### src/rtl/reg_file_sb.sv
// rtl/reg_file_sb.sv - register file with per-register busy scoreboard
//
// Purpose:
//   NUM_REG x WORD_SIZE register file with two combinational read ports and
//   one writeback port. Each register also carries a busy bit for in-order
//   issue. Issue reserves a destination through rsv_en/rsv_addr, which marks
//   it busy. Writeback writes the data and clears the busy bit. A flush
//   cancels every outstanding reservation. rsv_err is a sticky flag that
//   records a reservation made on a register that was already busy.
//
// Parameters:
//   WORD_SIZE - data width in bits
//   ADDR_W    - register address width, NUM_REG = 2**ADDR_W
//   BYPASS    - 1: a same-cycle write is forwarded to the reads (write-first)
//               0: reads return the pre-write value (read-first)
//   ZERO_R0   - 1: register 0 reads as zero and is never written or busy
//
// Ports:
//   clk                 in   sole clock, rising edge
//   reset               in   synchronous, active-high
//   rd_addr1/rd_addr2   in   read-port addresses
//   rd_data1/rd_data2   out  read data (combinational)
//   rd_busy1/rd_busy2   out  operand still pending (combinational)
//   wr_en/wr_addr/wr_data in writeback port
//   rsv_en/rsv_addr     in   destination reservation from issue
//   flush               in   cancel all reservations
//   busy_vec            out  registered busy bit per register
//   rsv_err             out  sticky double-reservation flag

module reg_file_sb #(
  parameter int WORD_SIZE = 16,
  parameter int ADDR_W    = 2,
  parameter int BYPASS    = 1,
  parameter int ZERO_R0   = 0
) (
  input  logic                     clk,
  input  logic                     reset,
  input  logic [ADDR_W-1:0]        rd_addr1,
  input  logic [ADDR_W-1:0]        rd_addr2,
  output logic [WORD_SIZE-1:0]     rd_data1,
  output logic [WORD_SIZE-1:0]     rd_data2,
  output logic                     rd_busy1,
  output logic                     rd_busy2,
  input  logic                     wr_en,
  input  logic [ADDR_W-1:0]        wr_addr,
  input  logic [WORD_SIZE-1:0]     wr_data,
  input  logic                     rsv_en,
  input  logic [ADDR_W-1:0]        rsv_addr,
  input  logic                     flush,
  output logic [(2**ADDR_W)-1:0]   busy_vec,
  output logic                     rsv_err
);

  localparam int NUM_REG = 2 ** ADDR_W;

  logic [WORD_SIZE-1:0] regs_q [NUM_REG];
  logic [WORD_SIZE-1:0] regs_d [NUM_REG];
  logic [NUM_REG-1:0]   busy_q;
  logic [NUM_REG-1:0]   busy_d;
  logic                 rsv_err_q;
  logic                 rsv_err_d;

  // Effective write / reservation: with a hardwired r0, anything aimed at
  // register 0 is dropped here, so the rest of the logic never has to check.
  logic wr_ok;
  logic rsv_ok;
  logic wr_hits_rsv;

  always_comb begin
    wr_ok       = wr_en  && !((ZERO_R0 != 0) && (wr_addr  == '0));
    rsv_ok      = rsv_en && !((ZERO_R0 != 0) && (rsv_addr == '0));
    wr_hits_rsv = wr_ok && (wr_addr == rsv_addr);
  end

  // Data next state. Flush never touches data.
  always_comb begin
    regs_d = regs_q;
    if (wr_ok) begin
      regs_d[wr_addr] = wr_data;
    end
  end

  // Busy next state. The order matters: flush first, then writeback clear,
  // then the new reservation, so that a same-cycle reservation survives both
  // a flush and a writeback to the same register.
  always_comb begin
    busy_d = flush ? '0 : busy_q;
    if (wr_ok) begin
      busy_d[wr_addr] = 1'b0;
    end
    if (rsv_ok) begin
      busy_d[rsv_addr] = 1'b1;
    end
  end

  // A reservation on a busy register is an error unless the same edge's
  // writeback retires the previous producer of that register.
  always_comb begin
    rsv_err_d = rsv_err_q;
    if (rsv_ok && busy_q[rsv_addr] && !wr_hits_rsv) begin
      rsv_err_d = 1'b1;
    end
  end

  always_ff @(posedge clk) begin
    if (reset) begin
      for (int i = 0; i < NUM_REG; i++) begin
        regs_q[i] <= '0;
      end
      busy_q    <= '0;
      rsv_err_q <= 1'b0;
    end else begin
      regs_q    <= regs_d;
      busy_q    <= busy_d;
      rsv_err_q <= rsv_err_d;
    end
  end

  // Read ports. Both ports share one decode so that equal addresses always
  // give identical data and busy values.
  logic [ADDR_W-1:0]    rd_addr [2];
  logic [WORD_SIZE-1:0] rd_data [2];
  logic                 rd_busy [2];

  always_comb begin
    rd_addr[0] = rd_addr1;
    rd_addr[1] = rd_addr2;
  end

  always_comb begin
    for (int p = 0; p < 2; p++) begin
      rd_data[p] = regs_q[rd_addr[p]];
      rd_busy[p] = busy_q[rd_addr[p]];
      if ((ZERO_R0 != 0) && (rd_addr[p] == '0)) begin
        rd_data[p] = '0;
        rd_busy[p] = 1'b0;
      end else if ((BYPASS != 0) && wr_ok && (wr_addr == rd_addr[p])) begin
        // The value arriving this cycle is the one the operand waits on, so
        // it is no longer pending.
        rd_data[p] = wr_data;
        rd_busy[p] = 1'b0;
      end
    end
  end

  always_comb begin
    rd_data1 = rd_data[0];
    rd_data2 = rd_data[1];
    rd_busy1 = rd_busy[0];
    rd_busy2 = rd_busy[1];
    busy_vec = busy_q;
    rsv_err  = rsv_err_q;
  end

endmodule

### config.mk
export PLATFORM = sky130hd
export DESIGN_NAME = reg_file_sb
export DESIGN_NICKNAME = d
export VERILOG_FILES = /design/src/rtl/reg_file_sb.sv
export SDC_FILE = /design/constraint.sdc
export NUM_CORES = 1
export LEC_CHECK = 0
export BUFFER_PORTS_ARGS = -buffer_cell sky130_fd_sc_hd__clkbuf_2
export CORE_MARGIN = 4
export CORE_UTILIZATION = 25
export CTS_CLUSTER_SIZE = 40
export DETAILED_ROUTE_END_ITERATION = 10
export PLACE_DENSITY = 0.41
export SLEW_MARGIN = 20
export SYNTH_ARGS = -nofsm -noshare
export SYNTH_HDL_FRONTEND = slang
export SYNTH_SLANG_ARGS = --single-unit
### constraint.sdc
create_clock -name clk -period 1.69 [get_ports clk]
set_clock_uncertainty 0.15 [all_clocks]
set_input_delay 0.169 -clock clk [delete_from_list [all_inputs] [get_ports clk]]
set_output_delay 0.169 -clock clk [all_outputs]
set_load 0.1 [all_outputs]
==> Implementation_results.wiki <==
{| class="wikitable"
! Metric !! Value
|-
| Top library cells by usage in the layout, fill and taps aside || nand2_1, a21oi_1, buf_12, buf_4, mux4_2
|-
| Worst Setup End Kind || output port
|-
| Overall die area || 17710 µm²
|-
| Syn Nets || 428
|-
| Global-route wire length before repair || 19.69 mm
|-
| Die Height || roughly 130 µm
|-
| Mapped cell area || between 3000 and 4000 µm²
|-
| Fill cells || 1509
|-
| Clock latency reported for the late side of the worst-skew pair || 330 ps
|-
| GP Congestion || 0.7661
|-
| Kind of launch point of the worst setup path || flop
|-
| Number of antenna violations at the first check in global routing || 0
|-
| Cells after synthesis || 399
|-
| Max-cap violations || 0
|-
| Area growth from synthesis to final layout || 50.02%
|-
| Number of global-route vias before repair || 3522
|-
| Failing checks || setup timing
|-
| Final hold violations || 0
|-
| Signal arrival time at the worst endpoint || 1600 ps
|-
| Pin count of the biggest net entering global routing || 44
|-
| Overall Power || 5136 µW
|-
| Fraction of layout instances using a drive strength above 1 || 46.81%
|-
| Synthesis warning total || 0
|-
| Total placed instance area || 5244 µm²
|-
| Initial core utilization || 25.63%
|-
| Number of buffers added by the clock tree synthesis step || 9
|-
| Row cnt || 45
|-
| Post-synth top flop || dfxtp_1
|-
| Deepest level of the CTS H-tree || 3
|-
| Diode insertion count for antenna repair || 0
|-
| Max rail drop VDD || 471.3 µV
|-
| Vias per cell || ~4.7
|-
| Post-route worst hold slack || 83.41 ps
|-
| Maximum buffer depth of the clock tree || 2
|-
| Die width || approximately 130 µm
|-
| Outcome || complete, but fails checks
|-
| Cell count of the worst hold path || 2
|-
| Sum of routed wire length over all layers || 12.32 mm
|-
| Final setup violation count || 34
|-
| Slew at the pin with the worst max-slew slack || around 540 ps
|-
| Footprint of the flip-flops and latches || between 1000 and 1500 µm²
|-
| Final worst-path setup slack || -226.6 ps
|-
| Detailed-route wire length per cell || 16.92 µm
|-
| Placed cell count || 685
|-
| Number of standard cells in the layout, taps in and fillers out || 728
|-
| Pwr/cell area || 875.7 nW/µm²
|-
| Critical path fanouts, max || 3
|-
| Number of nets in the final layout || 541
|-
| Post-detailed-route count of antenna-violating nets || 0
|-
| Number of top-level pins || 68
|-
| Global routing usage summed across all routing layers || 14.25%
|-
| Number of port buffers || 67
|-
| Router iterations before antenna repair || 4
|-
| Clock tree from TritonCTS || done
|-
| Post-layout minimum cycle time || 1917 ps
|-
| Final instance area || around 5900 µm²
|-
| Number of slew-limit violations in the final report || 0
|-
| Static leakage || around 0.0023 µW
|-
| Post-synthesis async set-or-reset flop share || 0%
|-
| Synthesized flop and latch total || 69
|-
| Detail Placement HPWL || 8.589 mm
|-
| Critical Path RT || about 1400 ps
|-
| Core region area || around 15000 µm²
|-
| Slew margin rel. || ~64%
|-
| Sequential-to-total area share from yosys stat || 35.33%
|-
| Share of the clock period used by the worst path || 113.4%
|-
| Starting DRT DRC Count || 205
|-
| Clock-pin transition on the worst setup and hold timing paths || roughly 60 ps
|-
| Most frequent standard cell in the layout excluding fill and tap cells || nand2_1
|-
| Setup repair after global routing missed its margin || true
|-
| Type of the worst setup path || flop to output port
|-
| Total number of vias || 3388
|-
| Sinks on the clock net || 69
|-
| Peak clock frequency supported by timing || 521.8 MHz
|-
| Classification of the worst-slack hold path || input pin to flop
|-
| Number of enable flip-flop cells after synthesis || 0
|-
| Gr ovfl total || 0
|-
| CTS root buf || clkbuf_16
|-
| Worst setup timing slack at the placement stage || -170.9 ps
|-
| Library cells used by synthesis || 31
|-
| Worst r2r path cells || 4
|-
| Syn_area_per_cell || 9.799 µm²
|-
| Remaining routing DRC violations || 0
|-
| Area of the multi-input gates || 2332 µm²
|}
[timing repair]
| action | in CTS | in global routing |
|---|---|---|
| cloned | 0 | 0 |
| resized for setup | 49 | 13 |
| setup buffers | 6 | 0 |
| pin swaps | 2 | 0 |
| endpoints found under the hold margin | 66 | 0 |
| hold buffers | 21 | 0 |
| setup endpoints to repair | 34 | 34 |
[flip-flops by register name, summed over array words and instances (netlist names)]
register,count
rsv_err,1
regs_q,64
busy_vec,4
[Yosys cell counts, types with 2 or more instances]
cell	number	area share, %
a21oi_1	67	8.6
and2_1	2	0.32
and3b_1	2	0.45
buf_2	7	0.90
buf_4	3	0.58
buf_6	8	2.3
clkbuf_1	14	1.3
dfxtp_1	69	35
inv_1	2	0.19
mux2_2	14	4.0
mux2_4	18	6.9
mux2i_1	2	0.51
mux4_1	12	8.1
mux4_2	22	13
nand2_1	129	12
nand3_1	2	0.26
nand3_2	2	0.51
nand3b_1	6	1.2
xnor2_1	6	1.3
[layer usage]
layer | track usage [%] | up-vias | part of all wire, %
li1 | - | 1628 | -
met1 | 17.00 | 1663 | 42
met4 | 3.349 | 0 | 1.4
met3 | 3.422 | 11 | 3.7
met5 | 0 | - | 0
met2 | 25.76 | 86 | 53
[logic make-up (layout without fill, tap and decap cells)]
kind of cell / count (synthesis) / in the layout / share of synthesized area, %
xor+xnor: 6 / 6 / 1.344
buf+inv: 36 / 154 / 5.536
compound gates: 71 / 71 / 9.408
simple gates: 149 / 149 / 16.19
mux: 68 / 68 / 32.19
flops: 69 / 69 / 35.33
[stage by stage]
stage	util, %	setup TNS [ps]
after global placement	34.37	-4282
after CTS	38.29	-7178
after detailed placement	34.37	-4307
after global routing	38.44	-8062
after floorplan	-	0
final	38.44	-6698
[area by class of cell]
cell class | count | area share, %
sequential | 69 | 24.51
tap | 211 | 4.501
inverter | 2 | 0.1280
clock buffer | 10 | 4.074
multi-input combinational | 294 | 39.76
timing repair buffer | 136 | 25.85
clock inverter | 6 | 1.173
[critical path, cell delays in order (launching register included)]
cell     delay, ps
dfxtp_2        330
mux4_2         470
mux2_4         290
buf_12         170
[path summary, 6_finish.rpt]
check        slack [ps]                      end                     from
max reg2reg         240   busy_vec[1]$_SDFF_PP0_   busy_vec[1]$_SDFF_PP0_
min                  80  regs_q[20]$_SDFFE_PP0P_                    reset
max                -230              rd_data1[6]   regs_q[6]$_SDFFE_PP0P_
min reg2reg         310  regs_q[49]$_SDFFE_PP0P_  regs_q[49]$_SDFFE_PP0P_
[power breakdown]
group	internal (µW)	total [µW]	switching, µW	leakage, µW
Sequential	1680	1720	39.6	0.000579
Combinational	603	1460	856	0.00158
Clock	1190	1960	762	0.000146
Total	3480	5140	1660	0.00230
Note: power is estimated with default switching activity, not from simulation.
